`config.mk`:
```
export PLATFORM = sky130hd
export DESIGN_NAME = grass_pixel_fetch
export DESIGN_NICKNAME = d
export VERILOG_FILES = /design/src/rtl/grass_pixel_fetch.sv
export SDC_FILE = /design/constraint.sdc
export NUM_CORES = 1
export LEC_CHECK = 0
export ABC_AREA = 1
export CORE_MARGIN = 4
export CORE_UTILIZATION = 45
export CTS_BUF_LIST = sky130_fd_sc_hd__clkbuf_4 sky130_fd_sc_hd__clkbuf_8
export DETAILED_ROUTE_END_ITERATION = 8
export GPL_TIMING_DRIVEN = 0
export PLACE_DENSITY_LB_ADDON = 0.05
export SLEW_MARGIN = 0
export SYNTH_ARGS = -nofsm -noshare
export SYNTH_HDL_FRONTEND = slang
export SYNTH_SLANG_ARGS = --single-unit
export TNS_END_PERCENT = 10
```
`constraint.sdc`:
```
create_clock -name Clk -period 20.1 [get_ports Clk]
set_input_delay 4.02 -clock Clk [delete_from_list [all_inputs] [get_ports Clk]]
set_output_delay 4.02 -clock Clk [all_outputs]
set_load 0.02 [all_outputs]
```
`src/rtl/grass_pixel_fetch.sv`:
```
// Consumer end of the grass address interface: ROM addressing, read-latency realignment,
// writable 16-entry palette lookup and a per-frame opaque-pixel counter.
module grass_pixel_fetch #(
    parameter int unsigned ROM_LAT    = 2,
    parameter int unsigned IMG_WORDS  = 149760,
    parameter logic [3:0]  TRANSP_IDX = 4'h0
) (
    input  logic        Clk,
    input  logic        Reset,
    input  logic        frame_clk,
    input  logic        is_grass,
    input  logic [17:0] grass_addr,
    output logic [17:0] rom_addr,
    input  logic [3:0]  rom_data,
    input  logic        pal_we,
    input  logic [3:0]  pal_waddr,
    input  logic [23:0] pal_wdata,
    output logic        grass_on,
    output logic [23:0] grass_rgb,
    output logic [17:0] frame_count
);

    localparam logic [17:0] IMG_LIMIT = 18'(IMG_WORDS);
    localparam logic [17:0] CNT_MAX   = '1;

    logic        in_image;
    logic        v0;
    logic        v_sr [ROM_LAT];
    logic        v_last;

    logic [23:0] palette [16];
    logic [23:0] pal_entry;
    logic        on_next;
    logic [23:0] rgb_next;

    logic        frame_clk_q;
    logic        frame_rise;
    logic [17:0] running;
    logic [17:0] run_next;

    // Off-image addresses are squashed here so they never reach the ROM.
    assign in_image = is_grass && (grass_addr < IMG_LIMIT);

    // NOTE: sequential state uses non-blocking assignments so every register samples
    // pre-edge values, independent of the order of statements or processes.
    always_ff @(posedge Clk or posedge Reset) begin
        if (Reset) begin
            rom_addr <= '0;
            v0       <= 1'b0;
        end else begin
            rom_addr <= in_image ? grass_addr : '0;
            v0       <= in_image;
        end
    end

    // Valid bit travels alongside the ROM access so it lines up with rom_data.
    always_ff @(posedge Clk or posedge Reset) begin
        if (Reset) begin
            for (int i = 0; i < int'(ROM_LAT); i++) v_sr[i] <= 1'b0;
        end else begin
            v_sr[0] <= v0;
            for (int i = 1; i < int'(ROM_LAT); i++) v_sr[i] <= v_sr[i-1];
        end
    end

    assign v_last = v_sr[ROM_LAT-1];

    // NOTE: every always_comb output gets a default first, so no path can leave a
    // value held over from a previous evaluation (which would infer a latch).
    always_comb begin
        on_next   = v_last && (rom_data != TRANSP_IDX);
        pal_entry = palette[rom_data];
        if (pal_we && (pal_waddr == rom_data)) pal_entry = pal_wdata;
        rgb_next  = on_next ? pal_entry : 24'h0;
    end

    // NOTE: the palette is small and needs a known grey-ramp default, so unlike a
    // bulk RAM it is built from flops that are reset explicitly.
    always_ff @(posedge Clk or posedge Reset) begin
        if (Reset) begin
            for (int i = 0; i < 16; i++) palette[i] <= {3{4'(i), 4'h0}};
        end else if (pal_we) begin
            palette[pal_waddr] <= pal_wdata;
        end
    end

    always_ff @(posedge Clk or posedge Reset) begin
        if (Reset) begin
            grass_on  <= 1'b0;
            grass_rgb <= '0;
        end else begin
            grass_on  <= on_next;
            grass_rgb <= rgb_next;
        end
    end

    // The edge cycle's own pixel is credited to the frame that is closing.
    assign frame_rise = frame_clk && !frame_clk_q;
    assign run_next   = (grass_on && (running != CNT_MAX)) ? running + 18'd1 : running;

    always_ff @(posedge Clk or posedge Reset) begin
        if (Reset) begin
            frame_clk_q <= 1'b0;
            running     <= '0;
            frame_count <= '0;
        end else begin
            frame_clk_q <= frame_clk;
            if (frame_rise) begin
                frame_count <= run_next;
                running     <= '0;
            end else begin
                running     <= run_next;
            end
        end
    end

endmodule

```
Word level (Yosys, flattened, before mapping)

Index checks and enable logic that the tools add are counted.

Register bits after elaboration: 467
Latch bits: 0
RAM bits: 0
ROM bits: 0
Input bits: 55
Output and inout port bits: 61
Logic and storage cells: 53
Memories kept: 0

$add $sub $neg: 1
$mul: 0
Divide/modulo/power cells: 0
Magnitude comparators: 4
Equality and inequality tests: 2
Shift-type cells: 0
Muxes and demuxes: 11
Bitwise gates (word level): 2
Reductions and logical operators: 8

Operators with widths:

| kind                                                                 | count |
|---|---|
| 384-bit bitwise mux                                                  | 1 |
| 24-bit two-way mux                                                   | 5 |
| 24-bit binary-select mux with 4-bit select                           | 1 |
| 24-bit demux with 4-bit select                                       | 1 |
| 18-bit two-way mux                                                   | 3 |
| 18-bit by 1-bit adder with 18-bit output, second input constant      | 1 |
| 18-bit < comparator, second input constant                           | 1 |
| 18-bit inequality test, second input constant                        | 1 |
| 5-bit greater-or-equal comparator, second input constant             | 2 |
| 4-bit inverter with 5-bit output                                     | 2 |
| 1-bit logical AND                                                    | 6 |
| 5-bit by 1-bit < comparator with 1-bit output, second input constant | 1 |
| 4-bit equality test                                                  | 1 |
| 4-bit nonzero test                                                   | 1 |
| 1-bit logical NOT                                                    | 1 |

Logic depth before layout (Yosys ltp)

Gate-level depths: netlist of the first run.

Word-level depth: 6
Depth in mapped cells: 12
Gate-level depth less buffers: 11

Worst setup path before layout of the first run

Ideal clock, no wire load.

Path kind: input to register
Start: input port rom_data[0]
End: register grass_rgb[10]
Library setup time: 0.113 ns
Data arrival time: 5.009 ns
Data required time: 19.987 ns
Slack: 14.979 ns
Stages on the path: 10
Buffers on the path: 3
Cell sequence: buf_4 > buf_6 > buf_6 > or2_2 > nand3_1 > nand3_1 > nand3_1 > nand3_1 > nand2_1 > inv_1

Word-level cells in the longest chain between the ends: 6
Elaborated cells between the ends (all ways): 10
Those cells by class: eq/ne (1); mux (5); bitwise (1); reduce/logical (3)

RTL lines:

| item                                                   | RTL line | text |
|---|---|---|
| from (decl)                                            | 14       | `input logic [3:0] rom_data,` |
| 4-bit inverter with 5-bit output (implied by the code) | 72       | `pal_entry = palette[rom_data];` |
| 24-bit binary-select mux with 4-bit select             | 72       |  |
| 24-bit two-way mux (implied by the code) (2 in series) | 72       |  |
| 24-bit two-way mux                                     | 73       | `if (pal_we && (pal_waddr == rom_data)) pal_entry = pal_wdata;` |
| 24-bit two-way mux (*)                                 | 74       | `rgb_next = on_next ? pal_entry : 24'h0;` |
| net rgb_next[10]                                       | 34       | `logic [23:0] rgb_next;` |
| to (signal assigned)                                   | 93       | `grass_rgb <= rgb_next;` |
| to (decl)                                              | 19       | `output logic [23:0] grass_rgb,` |

The timed path passes the listed nets; every way through them passes the cells marked *. The select of a mux whose other input is x is not followed.
A chain may end at the register's enable or synchronous reset.

Worst setup path after layout of the first run

Start: input port rom_data[1]
End: register grass_rgb[9]

The elaborated chain is that of the path after synthesis.

==> results of run 1 <==
## layout make-up
type / count / area (um2) / share of cell area (%)
inverters: 319 / 1200 / 4.57
plain buffers: 198 / 1090 / 4.12
flip-flops and latches: 467 / 11800 / 44.8
repair buffers: 116 / 1210 / 4.61
well taps: 664 / 831 / 3.15
clock inverters: 13 / 104 / 0.394
multi-input cells: 1882 / 8280 / 31.5
clock buffers: 145 / 1810 / 6.86
diodes: 1 / 2.50 / 0.00950
## worst min-delay path by stage
stage | cells past startpoint | from | end | slack [ps]
after floorplan | 0 | v_sr[1] | v_last | 330
after global placement | 0 | v_sr[1] | v_last | 330
after detailed placement | 0 | v_sr[1] | v_last | 330
after CTS | 0 | v_sr[1] | v_last | 350
after global routing | 0 | v_sr[1] | v_last | 360
final | 0 | v_sr[1] | v_last | 350
## routing by layer
| layer | wire, um | GRT usage (%) | share of wire (%) |
|---|---|---|---|
| met5 | 17 | 0 | 0.019 |
| met3 | 9580 | 9.85 | 11 |
| met4 | 2520 | 10.2 | 2.9 |
| met1 | 38100 | 47.4 | 43 |
| met2 | 37500 | 48.0 | 43 |
## layout by cell type, fill, tap and decap left out, types with 3 or more instances in the layout
| master | count |
|---|---|
| nor2_2 | 4 |
| nand3_1 | 284 |
| o21ai_1 | 27 |
| clkdlybuf4s50_1 | 113 |
| o21ai_2 | 11 |
| clkbuf_1 | 78 |
| nor2_1 | 140 |
| nand4_1 | 3 |
| inv_1 | 312 |
| dfstp_2 | 96 |
| buf_1 | 18 |
| o21ai_0 | 409 |
| or2_2 | 15 |
| nand2_2 | 6 |
| inv_2 | 5 |
| nand2_1 | 932 |
| clkbuf_4 | 30 |
| clkinvlp_4 | 4 |
| clkbuf_8 | 115 |
| buf_2 | 58 |
| nor3_1 | 6 |
| o211ai_1 | 11 |
| nand3b_1 | 4 |
| nand3_2 | 9 |
| dfrtp_1 | 371 |
| buf_4 | 16 |
| a21oi_1 | 11 |
| clkinv_2 | 7 |
| buf_6 | 28 |
| buf_16 | 3 |
## critical path, delay by kind of cell
| family | cells | cell delay [ps] |
|---|---|---|
| AND/OR/NAND/NOR | 5 | 790 |
| AO/OA/AOI/OAI | 1 | 270 |
| buffers and inverters | 4 | 1690 |
## sequential cells by signal, indices dropped and copies added (netlist names), 18 cells and up
register / cells
grass_rgb: 24
running: 18
palette: 384
frame_count: 18
rom_addr: 18
## power by group
part | switching (mW) | internal (mW) | leakage [nW] | total, mW
combinational | 0.332 | 0.160 | 6.18 | 0.492
clock | 0.414 | 0.578 | 1.01 | 0.991
sequential | 0.0800 | 1.14 | 5.73 | 1.22
total | 0.826 | 1.88 | 12.9 | 2.71
## through the flow
step	cells	instance area [um2]	setup WS, ps	TNS, ps	power (mW)
3_5_place_dp	3646	24400	13360	0	1.71
4_1_cts	3804	26300	14080	0	2.71
3_3_place_gp	3643	24300	-2750	-994110	1.70
2_1_floorplan	2866	22400	3210	0	1.52
6_report	3805	26300	13870	0	2.71
5_1_grt	3804	26300	13930	0	2.85
## logic make-up after synthesis
group,after synthesis,share of synthesized area (%)
buf+inv,517,10.2
simple gates,1407,26.0
xor+xnor,3,0.117
compound gates,471,10.9
fa+ha+maj,1,0.0559
flops,467,52.8
==> flow_summary_export.csv, run 1 <==
group,metric,value,unit
cts,cts_hold_buf,0,
finish,syn_to_final_growth,17.7,%
grt,antenna_found_initial,2,
cts,clk_latency,680,ps
power,p_leak,12.9,nW
detailed_routing,postRouteAntennaNets,0,
sta,hold_viol_final,0,
grt,grt_usage,32.9,%
cts,post_cts_buffers,0,
hold_path,hold_class,"flop to flop",
yosys,yosys.area.top_type_share,41.5,%
cts,ctsHtreeMaxLevel,3,
power,peakVddDrop,65.7,uV
sta,slew_viol_final,0,
sta,finalSetupViolCount,0,
grt,grt_overflow,0,
detailed_routing,drt_iter0_markers,2543,
yosys,synthTopCellsByCount,"932 x nand2_1, 409 x o21ai_0, 371 x dfrtp_1, 313 x inv_1, 284 x nand3_1",
cts,cts_resized,0,
cts,cts_buffers,84,
detailed_routing,wl_per_cell,23.1,um
critical_path,r2r_end,"frame_count[4]",
critical_path,cpMaxStageDelayCell,"buf_1",
critical_path,endpoint_kind,"flop",
cts,cts_tree,"done",
yosys,synth_area,0.0224,mm2
yosys,synth_nets,2922,
job,drv_cap,0,
detailed_routing,num_vias,20700,
placed_design,gp_congestion,1.00,
yosys,async_flop_share,100,%
yosys,synth.most_common_cell,"nand2_1",
critical_path,crit_end,"grass_rgb[9]",
yosys,yosysWarningCount,0,
placed_design,dp_hpwl,63900,um
floorplanning,std_cell_rows,81,
grt,grt_pass1_wl,130000,um
sta,slew_headroom,21.9,%
status,status,"finished clean",
cts,clock_path_buffers,3,
critical_path,cp_common_cell,"nand3_1",
critical_path,critPathMaxStageDelay,860,ps
yosys,synth-edff-count,0,
detailed_routing,drc,0,
finish,nets,3124,
critical_path,r2r_slack,18280,ps
critical_path,crit_fanout,10,
critical_path,r2r_cells,11,
cts,cts.sinks,467,
grt,grt_max_degree,130,
floorplanning,die_area,0.0534,mm2
sta,rsz0062_at_grt,"false",
critical_path,cp_data_arrival_time,6790,ps
yosys,syn_avg_cell_area,7.81,um2
yosys,synth.distinct_cells,33,
detailed_routing,via_per_inst,5.43,
finish,nFillCells,4882,
detailed_routing,wl,87700,um
placed_design,io_buffers,113,
grt,first_global_vias,19600,
sta,worst_pin_slew,1170,ps
finish,drive_above_1_share,13.1,%
cts,path_clk_slew,60,ps
yosys,ys_seq_area_share,52.8,%
sta,hold_slack,346,ps
critical_path,start_kind,"primary input",
floorplanning,io-pin-count,116,
sta,final.setup_skew,23.8,ps
cts,cts_root_buf,"clkbuf_8",
floorplanning,core-area,0.0491,mm2
sta,period_needed,6230,ps
yosys,synthTopCellsByArea,"dfrtp_1 41%, nand2_1 16%, dfstp_2 11%",
sta,fin_crit_sh,31.0,%
critical_path,crit_chain,"clkdlybuf4s50_1 > buf_2 > buf_1 > nor2_1 > o21ai_0 > nand3_1 > nand3_1 > nand3_1 > nand2_1 > inv_1",
finish,fin_util,53.7,%
floorplanning,start_util,45.6,%
critical_path,path_class,"primary input to flop",
floorplanning,die_x,231,um
floorplanning,die_h,231,um
critical_path,required,20660,ps
yosys,ys.flop_type,"dfrtp_1",
yosys,ys_ff_latch,467,
detailed_routing,first_pass_iters,6,
yosys,synth_area_leader_cell,"dfrtp_1",
critical_path,r2r_start,"running[0]",
critical_path,startpoint,"rom_data[1]",
power,powerDensity,103,mW/mm2
yosys,syn_inst,2866,
sta,fmax,160,MHz
Power figures use the tool's default switching activity.
==> run 2: changes to the inputs <==
clock period = 5 ns   (was 20.1 ns; I/O delays follow)
==> flow_summary_export.csv, run 2 (synthesis gave the netlist of run 1 again) <==
group,metric,value,unit
cts,path_clk_slew,60,ps
floorplanning,io-pin-count,116,
finish,mostFrequentLayoutCells,"932 x nand2_1, 409 x o21ai_0, 371 x dfrtp_1, 312 x inv_1, 284 x nand3_1",
power,peakVddDrop,257,uV
detailed_routing,wl_met1,37300,um
detailed_routing,first_pass_iters,6,
placed_design,io_buffers,113,
power,p_leak,13.0,nW
floorplanning,die_x,231,um
finish,antenna_cells,0,
finish,multiInputGateArea,0.00828,mm2
cts,clock_path_buffers,3,
detailed_routing,postRouteAntennaNets,0,
critical_path,crit_fanout,10,
cts,cts_hold_buf,0,
finish,regMostFlops,"palette",
grt,grt_pass1_wl,128000,um
cts,cts_tree,"done",
critical_path,path_class,"primary input to flop",
finish,seqCellArea,0.0118,mm2
floorplanning,std_cell_rows,81,
grt,grt_usage,32.6,%
sta,fmax,298,MHz
floorplanning,die_area,0.0534,mm2
critical_path,r2r_cells,11,
floorplanning,die_h,231,um
detailed_routing,top_layer_used,"met4",
detailed_routing,wl_met3,10200,um
detailed_routing,wl_met2,37000,um
detailed_routing,num_vias,20600,
critical_path,r2r_end,"frame_count[2]",
critical_path,r2r_start,"running[0]",
finish,largest_reg_flops,384,
job,drv_cap,0,
finish,fin_area,0.0265,mm2
finish,reg.largest.list,"palette (384), grass_rgb (24)",
placed_design,dp.cells,3657,
critical_path,required,5590,ps
sta,slew_viol_final,0,
finish,drive_above_1_share,13.4,%
grt,grt_overflow,0,
sta,final.setup_skew,28.8,ps
detailed_routing,wl_per_cell,22.9,um
finish,layout_commonest_cell,"nand2_1",
critical_path,startpoint,"rom_data[1]",
cts,cts_resized,0,
grt,first_global_vias,19500,
placed_design,dpl-instance-area,0.0246,mm2
critical_path,endpoint_kind,"flop",
sta,hold_viol_final,0,
critical_path,start_kind,"primary input",
floorplanning,core-area,0.0491,mm2
grt,grt_max_degree,44,
sta,fin_crit_sh,67.0,%
power,p_total,10.9,mW
critical_path,cp_data_arrival_time,3940,ps
sta,period_needed,3350,ps
cts,post_cts_buffers,0,
cts,cts_root_buf,"clkbuf_8",
grt,antenna_found_initial,0,
status,status,"finished clean",
detailed_routing,wl,87400,um
floorplanning,start_util,45.6,%
finish,syn_to_final_growth,18.5,%
placed_design,gp_congestion,1.00,
power,powerDensity,412,mW/mm2
critical_path,r2r_slack,3200,ps
detailed_routing,via_per_inst,5.40,
sta,slew_headroom,14.3,%
sta,worst_pin_slew,1290,ps
sta,rsz0062_at_grt,"false",
placed_design,dp_hpwl,64500,um
hold_path,hold_class,"flop to flop",
cts,clk_latency,710,ps
finish,nets,3136,
cts,ctsHtreeMaxLevel,3,
sta,finalSetupViolCount,0,
critical_path,crit_end,"grass_rgb[19]",
finish,fin_cells,3815,
cts,cts_buffers,85,
detailed_routing,drt_iter0_markers,2508,
detailed_routing,drc,0,
finish,nFillCells,4923,
cts,cts.sinks,467,
run 2: cell types whose count changed in the layout (fill, tap and decap cells not counted), sizes merged:
| cell | delta |
|---|---|
| bufinv | +1 |
| inv | +2 |
| buf | +11 |
| diode | -1 |
| clkbuf | -3 |
run 2: how the worst min path moves through the flow:
stage                     startpoint  endpoint  slack [ps]  cells after the start
after floorplan              v_sr[1]    v_last         330                      0
after global placement            v0   v_sr[1]         330                      0
after detailed placement          v0   v_sr[1]         340                      0
after CTS                         v0   v_sr[1]         350                      0
after global routing              v0   v_sr[1]         360                      0
final                             v0   v_sr[1]         340                      0
run 2: per-layer routing:
metal,global-route usage [%],up-vias
met5,0,-
met4,10.1,0
met3,10.9,186
met2,47.5,1024
met1,46.2,9978
li1,-,9428
run 2: area by class of cell:
cell class | instances | share of cell area, %
flip-flops and latches | 467 | 44.5
clock buffers | 142 | 6.50
plain buffers | 198 | 4.10
multi-input cells | 1882 | 31.3
repair buffers | 127 | 5.35
clock inverters | 16 | 0.595
well taps | 664 | 3.13
inverters | 319 | 4.53
run 2: per-stage QoR:
step                      TNS (ps)  setup slack (ps)  hold slack, ps  utilization, %
after detailed placement         0              1220             342            50.2
after global placement    -2280040             -5450             333            49.6
after floorplan            -881690             -2240             331               -
after global routing             0              1730             363            54.0
after CTS                        0              1970             348            54.0
final                            0              1650             342            54.0
run 2: where the power goes:
part           switching (mW)  total (mW)  internal, mW  leakage (nW)
Sequential              0.321        4.91          4.59          5.73
Combinational            1.34        2.00         0.659          6.28
Clock                    1.73        4.01          2.29          1.00
Total                    3.39        10.9          7.54          13.0
run 2: critical path, stage by stage:
cell and delay (ps):
clkdlybuf4s50_1 580, buf_2 240, buf_1 970, nor2_1 110, o21ai_0 330, nand3_1 240, nand3_1 130, nand3_1 180
nand2_1 110, inv_1 40
